### src/rtl/regfile_wb_arbiter.sv
// rtl/regfile_wb_arbiter.sv - register-file write-port arbiter with 2-slot M-result buffer and LL flag
module regfile_wb_arbiter (
   input  logic        Clk,
   input  logic        Reset,
   input  logic        PWrite,
   input  logic [4:0]  PReg,
   input  logic [31:0] PData,
   input  logic        MValid,
   input  logic [4:0]  MReg,
   input  logic [31:0] MData,
   output logic        MReady,
   input  logic [4:0]  Read1,
   input  logic [4:0]  Read2,
   output logic        Stall1,
   output logic        Stall2,
   output logic        RegWrite,
   output logic [4:0]  WriteReg,
   output logic [31:0] WriteData,
   input  logic        LLSet,
   input  logic        LLClear,
   output logic        LLbit,
   output logic [1:0]  Count
);

   logic [4:0]  reg_q  [2];
   logic [4:0]  reg_d  [2];
   logic [31:0] data_q [2];
   logic [31:0] data_d [2];
   logic [1:0]  v_q, v_d;
   logic        head_q, head_d;
   logic        tail_q, tail_d;
   logic [1:0]  count_q, count_d;
   logic        llbit_q, llbit_d;

   logic        p_active, head_occ, head_v, pop, enq;
   logic [1:0]  hit1, hit2;

   always_comb begin
      p_active = ~Reset & PWrite & (PReg != 5'd0);
      MReady   = ~Reset & (count_q != 2'd2);
      head_occ = (count_q != 2'd0);
      head_v   = v_q[head_q];
      // An invalidated head drains even while P owns the port; a valid one waits.
      pop      = ~Reset & head_occ & (~head_v | ~p_active);
      enq      = MValid & MReady & (MReg != 5'd0) & ~(p_active & (PReg == MReg));

      RegWrite  = 1'b0;
      WriteReg  = 5'd0;
      WriteData = 32'd0;
      if (p_active) begin
         RegWrite  = 1'b1;
         WriteReg  = PReg;
         WriteData = PData;
      end else if (~Reset & head_occ & head_v) begin
         RegWrite  = 1'b1;
         WriteReg  = reg_q[head_q];
         WriteData = data_q[head_q];
      end

      for (int i = 0; i < 2; i++) begin
         hit1[i] = v_q[i] & (reg_q[i] == Read1);
         hit2[i] = v_q[i] & (reg_q[i] == Read2);
      end
      Stall1 = ~Reset & (Read1 != 5'd0) & (|hit1);
      Stall2 = ~Reset & (Read2 != 5'd0) & (|hit2);

      reg_d   = reg_q;
      data_d  = data_q;
      v_d     = v_q;
      head_d  = head_q;
      tail_d  = tail_q;
      for (int i = 0; i < 2; i++) begin
         if (p_active && (reg_q[i] == PReg)) v_d[i] = 1'b0;
      end
      if (pop) begin
         v_d[head_q] = 1'b0;
         head_d      = ~head_q;
      end
      if (enq) begin
         reg_d[tail_q]  = MReg;
         data_d[tail_q] = MData;
         v_d[tail_q]    = 1'b1;
         tail_d         = ~tail_q;
      end
      count_d = count_q + {1'b0, enq} - {1'b0, pop};

      llbit_d = llbit_q;
      if (LLClear)    llbit_d = 1'b0;
      else if (LLSet) llbit_d = 1'b1;
   end

   always_ff @(posedge Clk) begin
      if (Reset) begin
         v_q     <= 2'b00;
         head_q  <= 1'b0;
         tail_q  <= 1'b0;
         count_q <= 2'd0;
         llbit_q <= 1'b0;
      end else begin
         v_q     <= v_d;
         head_q  <= head_d;
         tail_q  <= tail_d;
         count_q <= count_d;
         llbit_q <= llbit_d;
      end
      reg_q  <= reg_d;
      data_q <= data_d;
   end

   assign LLbit = llbit_q;
   assign Count = count_q;

endmodule

### config.mk
export PLATFORM = sky130hd
export DESIGN_NAME = regfile_wb_arbiter
export DESIGN_NICKNAME = d
export VERILOG_FILES = /design/src/rtl/regfile_wb_arbiter.sv
export SDC_FILE = /design/constraint.sdc
export NUM_CORES = 1
export LEC_CHECK = 0
export CAP_MARGIN = 20
export CELL_PAD_IN_SITES_DETAIL_PLACEMENT = 1
export CELL_PAD_IN_SITES_GLOBAL_PLACEMENT = 1
export CORE_ASPECT_RATIO = 0.7
export CORE_MARGIN = 2
export CORE_UTILIZATION = 32
export DETAILED_ROUTE_END_ITERATION = 10
export GPL_TIMING_DRIVEN = 0
export HOLD_SLACK_MARGIN = 0.08
export PLACE_DENSITY_LB_ADDON = 0.1
export SLEW_MARGIN = 20
export SYNTH_ARGS = -nofsm -noshare
export SYNTH_HDL_FRONTEND = slang
export SYNTH_SLANG_ARGS = --single-unit
### constraint.sdc
create_clock -name Clk -period 2.63 [get_ports Clk]
set_input_delay 0.263 -clock Clk [delete_from_list [all_inputs] [get_ports Clk]]
set_output_delay 0.263 -clock Clk [all_outputs]
set_load 0.1 [all_outputs]
==> reports/summary.txt, run 1 <==
Most frequent cell after synthesis - edfxtp_1
Nets - 540
H-tree depth - 3
Post-synth top flop - edfxtp_1
PwrDens - 687 nW/um2
Max VDD drop - 318 uV
Crit path DAT - 2.27 ns
Post-synth EDFFs - 74
Synth Register Bits - 81
Post-synth top area share - 56.8%
First-pass GRT wire length - 17.7 mm
# diodes - 0
Max Fclk - 395 MHz
Net Sw Frac - 36.2%
HPWL after DPL - 8.63 mm
Initial DRC Count - 100
Multi-input logic area - 1980 um2
Clock power share - 28.2%
CTS Hold Bufs - 0
Root Buffer Master - clkbuf_16
DRC viols - 0
Register share of total power - 36.7%
Worst Setup EP - WriteData[12]
Final setup viols - 0
Largest net degree at the start of global routing - 38
Chip width - 136 um
Stages on worst setup path - 7
Async S/R FF share, synth - 0%
Logic pwr share - 35.1%
Area after DPL - 6010 um2
Post-synth net total - 395
Buf/Inv on CP - 4
Sw power - 1.60 mW
Synth Instances - 303
Core area - 11,800 um2
Initial antenna violation count - 0
Via density - 4.89
Maxcap violations - 0
Sequential fraction of the synthesis area - 60.4%
Startpoint Class - primary input
Design area - 6420 um2
CTS buffer count - 9
Crit Path Category - in -> out
Worst r2r path cells - 6
TritonCTS clock tree - built
Sink Count - 81
Die Height - 96.5 um
Status - completed
CP required - 2.37 ns
Worst slew pin tran - 0.975 ns
Fillers - 1,156
Max-slew violations - 0
Critical Path Fanout Max - 10
Routability cong. - 0.843
Worst stage delay on the critical path - 0.56 ns
Vias - 2,983
Share of cells above drive strength 1 - 26.7%
Hold/Removal Path Class - in -> reg
Die area - 13,100 um2
Initial DRT Pass Iterations - 4
Worst setup EP type - output pin
Commonest cells in the netlist - 74 x edfxtp_1, 40 x nand2_1, 37 x mux2i_1, 37 x o31ai_1, 26 x xor2_1
Leakage - 2.16 nW
CTS clk-pin slew, worst paths - 0.06 ns
Synth Area per Inst - 12.9 um2
Grt ovf - 0
M1 wire length - 5.36 mm
Vias in the first global route - 3,107
Tcrit/Tclk final - 96.2%
Wire per inst - 18.9 um
Port Buf Inserts - 131
Starting Density - 33.1%
Top layer in use - met4
Cell Int Power - 2.82 mW
Min Tclk post-route - 2.53 ns
Final ANT Viol Nets - 0
Routed wire length - 11.5 mm
Yosys cell types - 34
Synth area leaders - edfxtp_1 57%, mux2i_1 9.5%, o31ai_1 7.1%
DR WL met3 - 797 um
Ports - 134
Area delta synth->final - 64.1%
Total Routing Usage GR - 18.4%
Skew-Pair Late Insertion Delay - 0.35 ns
Sequential Area - 2370 um2
Setup skew after layout - 0.00731 ns
Post-synth top area cell - edfxtp_1
RSZ-0062 raised after global routing - no
Worst r2r src - Count[0]
Mapped cell area - 3910 um2
Met2 wire len - 5.26 mm
Reg2Reg Setup Slack - 0.66 ns
Final Hold Vio Count - 0
Row count - 33
Rel. slew slack - 34.8%
Yosys warning count - 0
RR Endpoint - data_q[37]
CP Cell Sequence - dlygate4sd2_1, or4_1, o21a_1, buf_6, buf_4, o31ai_4, buf_8
Setup crit start - PReg[0]
CP max stage cell - or4_1
CTS Buffer Depth - 2
Top Family by Delay on Critical Path - buffers and inverters
Power consumption - 4.41 mW
==> timing repair <==
action | CTS | global route
buffers inserted | 0 | 0
resized for setup | 293 | 11
pin swaps | 1 | 0
gates cloned | 0 | 0
setup endpoints to repair | 90 | 21
==> registers in the layout, indices dropped and copies added (netlist names) <==
signal,flops
Count,2
LLbit,1
data_q,64
head_q,1
reg_q,10
tail_q,1
v_q,2
==> worst min path at each step <==
| stage | start | to | slack [ns] | depth (start not counted) |
|---|---|---|---|---|
| after floorplan | LLClear | LLbit | 0.34 | 1 |
| after global placement | LLbit | LLbit | 0.48 | 2 |
| after detailed placement | LLbit | LLbit | 0.51 | 2 |
| after CTS | Reset | Count[1] | 0.36 | 2 |
| after global routing | Reset | Count[1] | 0.36 | 2 |
| final | Reset | Count[1] | 0.34 | 2 |
==> kinds of logic after synthesis <==
group                      Yosys count  synth area share, %
muxes                               38                 9.76
adders and majority gates            2                0.640
buffers and inverters               23                 2.53
DFF                                 81                 60.4
xor gates and xnor gates            37                 8.29
and+or+nand+nor                     72                 8.96
AOI/OAI and AO/OA                   50                 9.44
==> worst register-to-register path, cell delays in order, from the launching register on <==
cell      delay (ns)
dfxtp_4         0.36
inv_2           0.04
a21oi_4         0.15
o211ai_1        0.22
nor3_4          0.50
buf_8           0.23
buf_8           0.17
==> final cells by class <==
type / count / area share [%]
Buffer: 19 / 1.97
Clock buffer: 10 / 3.57
Clock inverter: 6 / 1.03
Inverter: 4 / 0.234
Multi-Input combinational cell: 199 / 30.9
Sequential cell: 81 / 36.9
Tap cell: 157 / 3.06
Timing Repair Buffer: 134 / 22.4
==> placed cells by master (no fill, tap or decap), types with 5 or more instances in the layout <==
cell type / Yosys / layout
nand2_1: 40 / 40
clkdlybuf4s50_1: 0 / 87
buf_6: 1 / 33
clkbuf_2: 0 / 7
mux2i_1: 37 / 37
xnor2_1: 11 / 11
xor2_1: 26 / 26
dfxtp_1: 7 / 5
clkbuf_16: 0 / 9
edfxtp_1: 74 / 74
o31ai_4: 0 / 37
==> power groups by stage <==
stage | clock network (mW) | registers (mW) | logic (mW)
3_5_place_dp | 0 | 1.65 | 1.52
6_report | 1.24 | 1.62 | 1.55
4_1_cts | 1.27 | 1.62 | 1.57
2_1_floorplan | 0 | 1.68 | 1.03
3_3_place_gp | 0 | 1.64 | 1.49
5_1_grt | 1.32 | 1.63 | 1.64
==> metrics by stage <==
| stage | setup slack (ns) | cells | TNS (ns) | hold slack [ns] | util, % |
|---|---|---|---|---|---|
| 2_1_floorplan | -0.328 | 303 | -12.50 | 0.340 | - |
| 5_1_grt | 0.000752 | 610 | 0 | 0.356 | 54.4 |
| 6_report | 0.101 | 610 | 0 | 0.340 | 54.4 |
| 3_5_place_dp | -1.16 | 594 | -66.88 | 0.514 | 50.9 |
| 3_3_place_gp | -1.19 | 591 | -103.68 | 0.476 | 50.5 |
| 4_1_cts | 0.0208 | 610 | 0 | 0.357 | 54.3 |
==> metal layers <==
metal  GRT usage [%]  up-vias
met1            24.7     1451
li1                -     1436
met5               0        -
met2            28.9       85
met3            5.37       11
met4            5.73        0
Note: power is estimated with default switching activity, not from simulation.
==> inputs of run 2 (changes only) <==
Settings changed: PLACE_DENSITY from default to 0.82, PLACE_DENSITY_LB_ADDON 0.1 to default.
==> reports/summary.txt, run 2 (synthesis gave the netlist of run 1 again) <==
Grt ovf - 0 (unchanged)
Final setup viols - 0 (unchanged)
Row count - 33 (unchanged)
Area delta synth->final - 63.5%
Startpoint Class - primary input
DRC viols - 0 (unchanged)
HPWL after DPL - 9.11 mm (+5.6%)
Worst setup EP type - output pin
Starting Density - 33.1% (unchanged)
First-pass GRT wire length - 18.8 mm (+6.2%)
Worst stage delay on the critical path - 0.57 ns (about the same)
CP required - 2.37 ns (about the same)
Buf/Inv on CP - 4 (unchanged)
Setup_tns - 0 ns (unchanged)
Critical Path Fanout Max - 10 (unchanged)
Final Hold Vio Count - 0 (unchanged)
Initial DRT Pass Iterations - 4 (unchanged)
Max-slew violations - 0 (unchanged)
Crit Path Category - in -> out
Port Buf Inserts - 131 (unchanged)
Rel. slew slack - 35.1% (+0.25 points)
Area after DPL - 6010 um2 (about the same)
CTS Hold Bufs - 0 (unchanged)
Logic pwr share - 35.5% (+0.4 points)
Worst slew pin tran - 0.971 ns (-0.00381 ns)
Cell Int Power - 2.74 mW (-2.9%)
Max VDD drop - 373 uV (+17%)
Min Tclk post-route - 2.55 ns (+0.0204 ns)
Largest registers - data_q: 64 flops, reg_q: 10 flops
Tcrit/Tclk final - 96.9% (+0.77 points)
Vias - 3,043 (+2.0%)
Layout Cells excl Fill - 609 (-0.16%)
Hold/Removal Path Class - in -> reg
Design area - 6390 um2 (-0.41%)
Vias in the first global route - 3,335 (+7.3%)
Maxcap violations - 0 (unchanged)
Most common cell after layout, fill and taps aside - clkdlybuf4s50_1
Post-layout util - 54.1% (-0.22 points)
Crit path DAT - 2.29 ns (+0.02 ns)
Net Sw Frac - 37.5% (+1.3 points)
Placed cells - 593 (-0.17%)
Status - completed
Total Routing Usage GR - 19.5% (+1.1 points)
Sw power - 1.64 mW (+2.8%)
CP Cell Sequence - dlygate4sd2_1, or4_1, o21a_1, buf_6, buf_4, o31ai_4, buf_12
Die Height - 96.5 um (unchanged)
Routability cong. - 0.844 (about the same)
Die area - 13,100 um2 (unchanged)
CTS Buffer Depth - 2 (unchanged)
TritonCTS clock tree - built
H-tree depth - 3 (unchanged)
Reg with most FFs - data_q
Final ANT Viol Nets - 0 (unchanged)
Root Buffer Master - clkbuf_16
Leakage - 2.16 nW (-0.12%)
Core area - 11,800 um2 (unchanged)
# diodes - 0 (unchanged)
Largest net degree at the start of global routing - 38 (unchanged)
Wire per inst - 20.1 um (+6.0%)
Chip width - 136 um (unchanged)
Post-CTS Setup Repair Bufs - 0 (unchanged)
CTS buffer count - 9 (unchanged)
PwrDens - 684 nW/um2 (-0.43%)
Nets - 539 (-0.19%)
Initial antenna violation count - 0 (unchanged)
Max FFs per register - 64 (unchanged)
Register share of total power - 37.0% (+0.3 points)
CP max stage cell - or4_1
Ports - 134 (unchanged)
Initial DRC Count - 154 (+54%)
Commonest non-fill, non-tap cells in the layout - 87 x clkdlybuf4s50_1, 74 x edfxtp_1, 40 x nand2_1, 37 x mux2i_1, 37 x o31ai_4
Routed wire length - 12.2 mm (+5.8%)
Setup skew after layout - 0.00640 ns (-0.000909 ns)
CTS clk-pin slew, worst paths - 0.07 ns (about the same)
Clock power share - 27.5% (-0.7 points)
Via density - 5.00 (+2.2%)
Max Fclk - 392 MHz (-0.80%)
Top Family by Delay on Critical Path - buffers and inverters
Share of cells above drive strength 1 - 26.8% (+0.059 points)
Skew-Pair Late Insertion Delay - 0.33 ns (-0.02 ns)
Sink Count - 81 (unchanged)
-- run 2: per-stage QoR --
stage | hold WS [ns] | setup slack (ns) | power [mW]
floorplan | 0.340 | -0.328 | 2.71
global placement | 0.477 | -1.14 | 3.12
detailed placement | 0.493 | -1.19 | 3.18
CTS | 0.357 | 0.0300 | 4.43
global route | 0.385 | -0.0151 | 4.56
finish | 0.359 | 0.0803 | 4.38
-- run 2: per-layer routing --
layer | share of wire [%] | vias to the layer above | routed length, um | track usage (%)
li1 | - | 1443 | - | -
met1 | 43 | 1495 | 5220 | 24.0
met2 | 50 | 95 | 6110 | 34.5
met3 | 6.5 | 10 | 800 | 5.69
met4 | 0.68 | 0 | 83 | 3.91
met5 | 0 | - | 0 | 0
-- run 2: power groups by stage --
stage	logic [mW]	clock network, mW	registers, mW
5_1_grt	1.64	1.29	1.63
2_1_floorplan	1.03	0	1.68
3_5_place_dp	1.53	0	1.65
4_1_cts	1.57	1.24	1.62
6_report	1.55	1.20	1.62
3_3_place_gp	1.48	0	1.64
-- run 2: layout make-up --
cell class                      instances  area [um2]
Buffer                                 19         124
Clock buffer                            9         225
Clock inverter                          7        58.8
Fill cell                            1189        5420
Inverter                                4        15.0
Multi-Input combinational cell        199        1980
Sequential cell                        81        2370
Tap cell                              157         196
Timing Repair Buffer                  133        1420
-- run 2: worst paths after layout --
| path | slack (ns) | from | to | cells past startpoint |
|---|---|---|---|---|
| max | 0.08 | PReg[0] | WriteData[27] | 7 |
| min | 0.36 | Reset | Count[0] | 2 |
| max reg2reg | 0.69 | head_q | Count[0] | 7 |
| min reg2reg | 0.50 | LLbit | LLbit | 2 |
-- run 2: timing repair --
item	CTS	global route
resized for setup	291	9
endpoints found under the setup margin	106	15
endpoints found under the hold margin	0	0
-- run 2: worst reg2reg max path, cell delays in order (launching register included) --
cell and delay [ns]:
dfxtp_1 0.30, clkbuf_1 0.20, mux2_2 0.39, a21boi_2 0.26
ha_1 0.28, inv_1 0.05, ha_1 0.21, nor2b_1 0.12
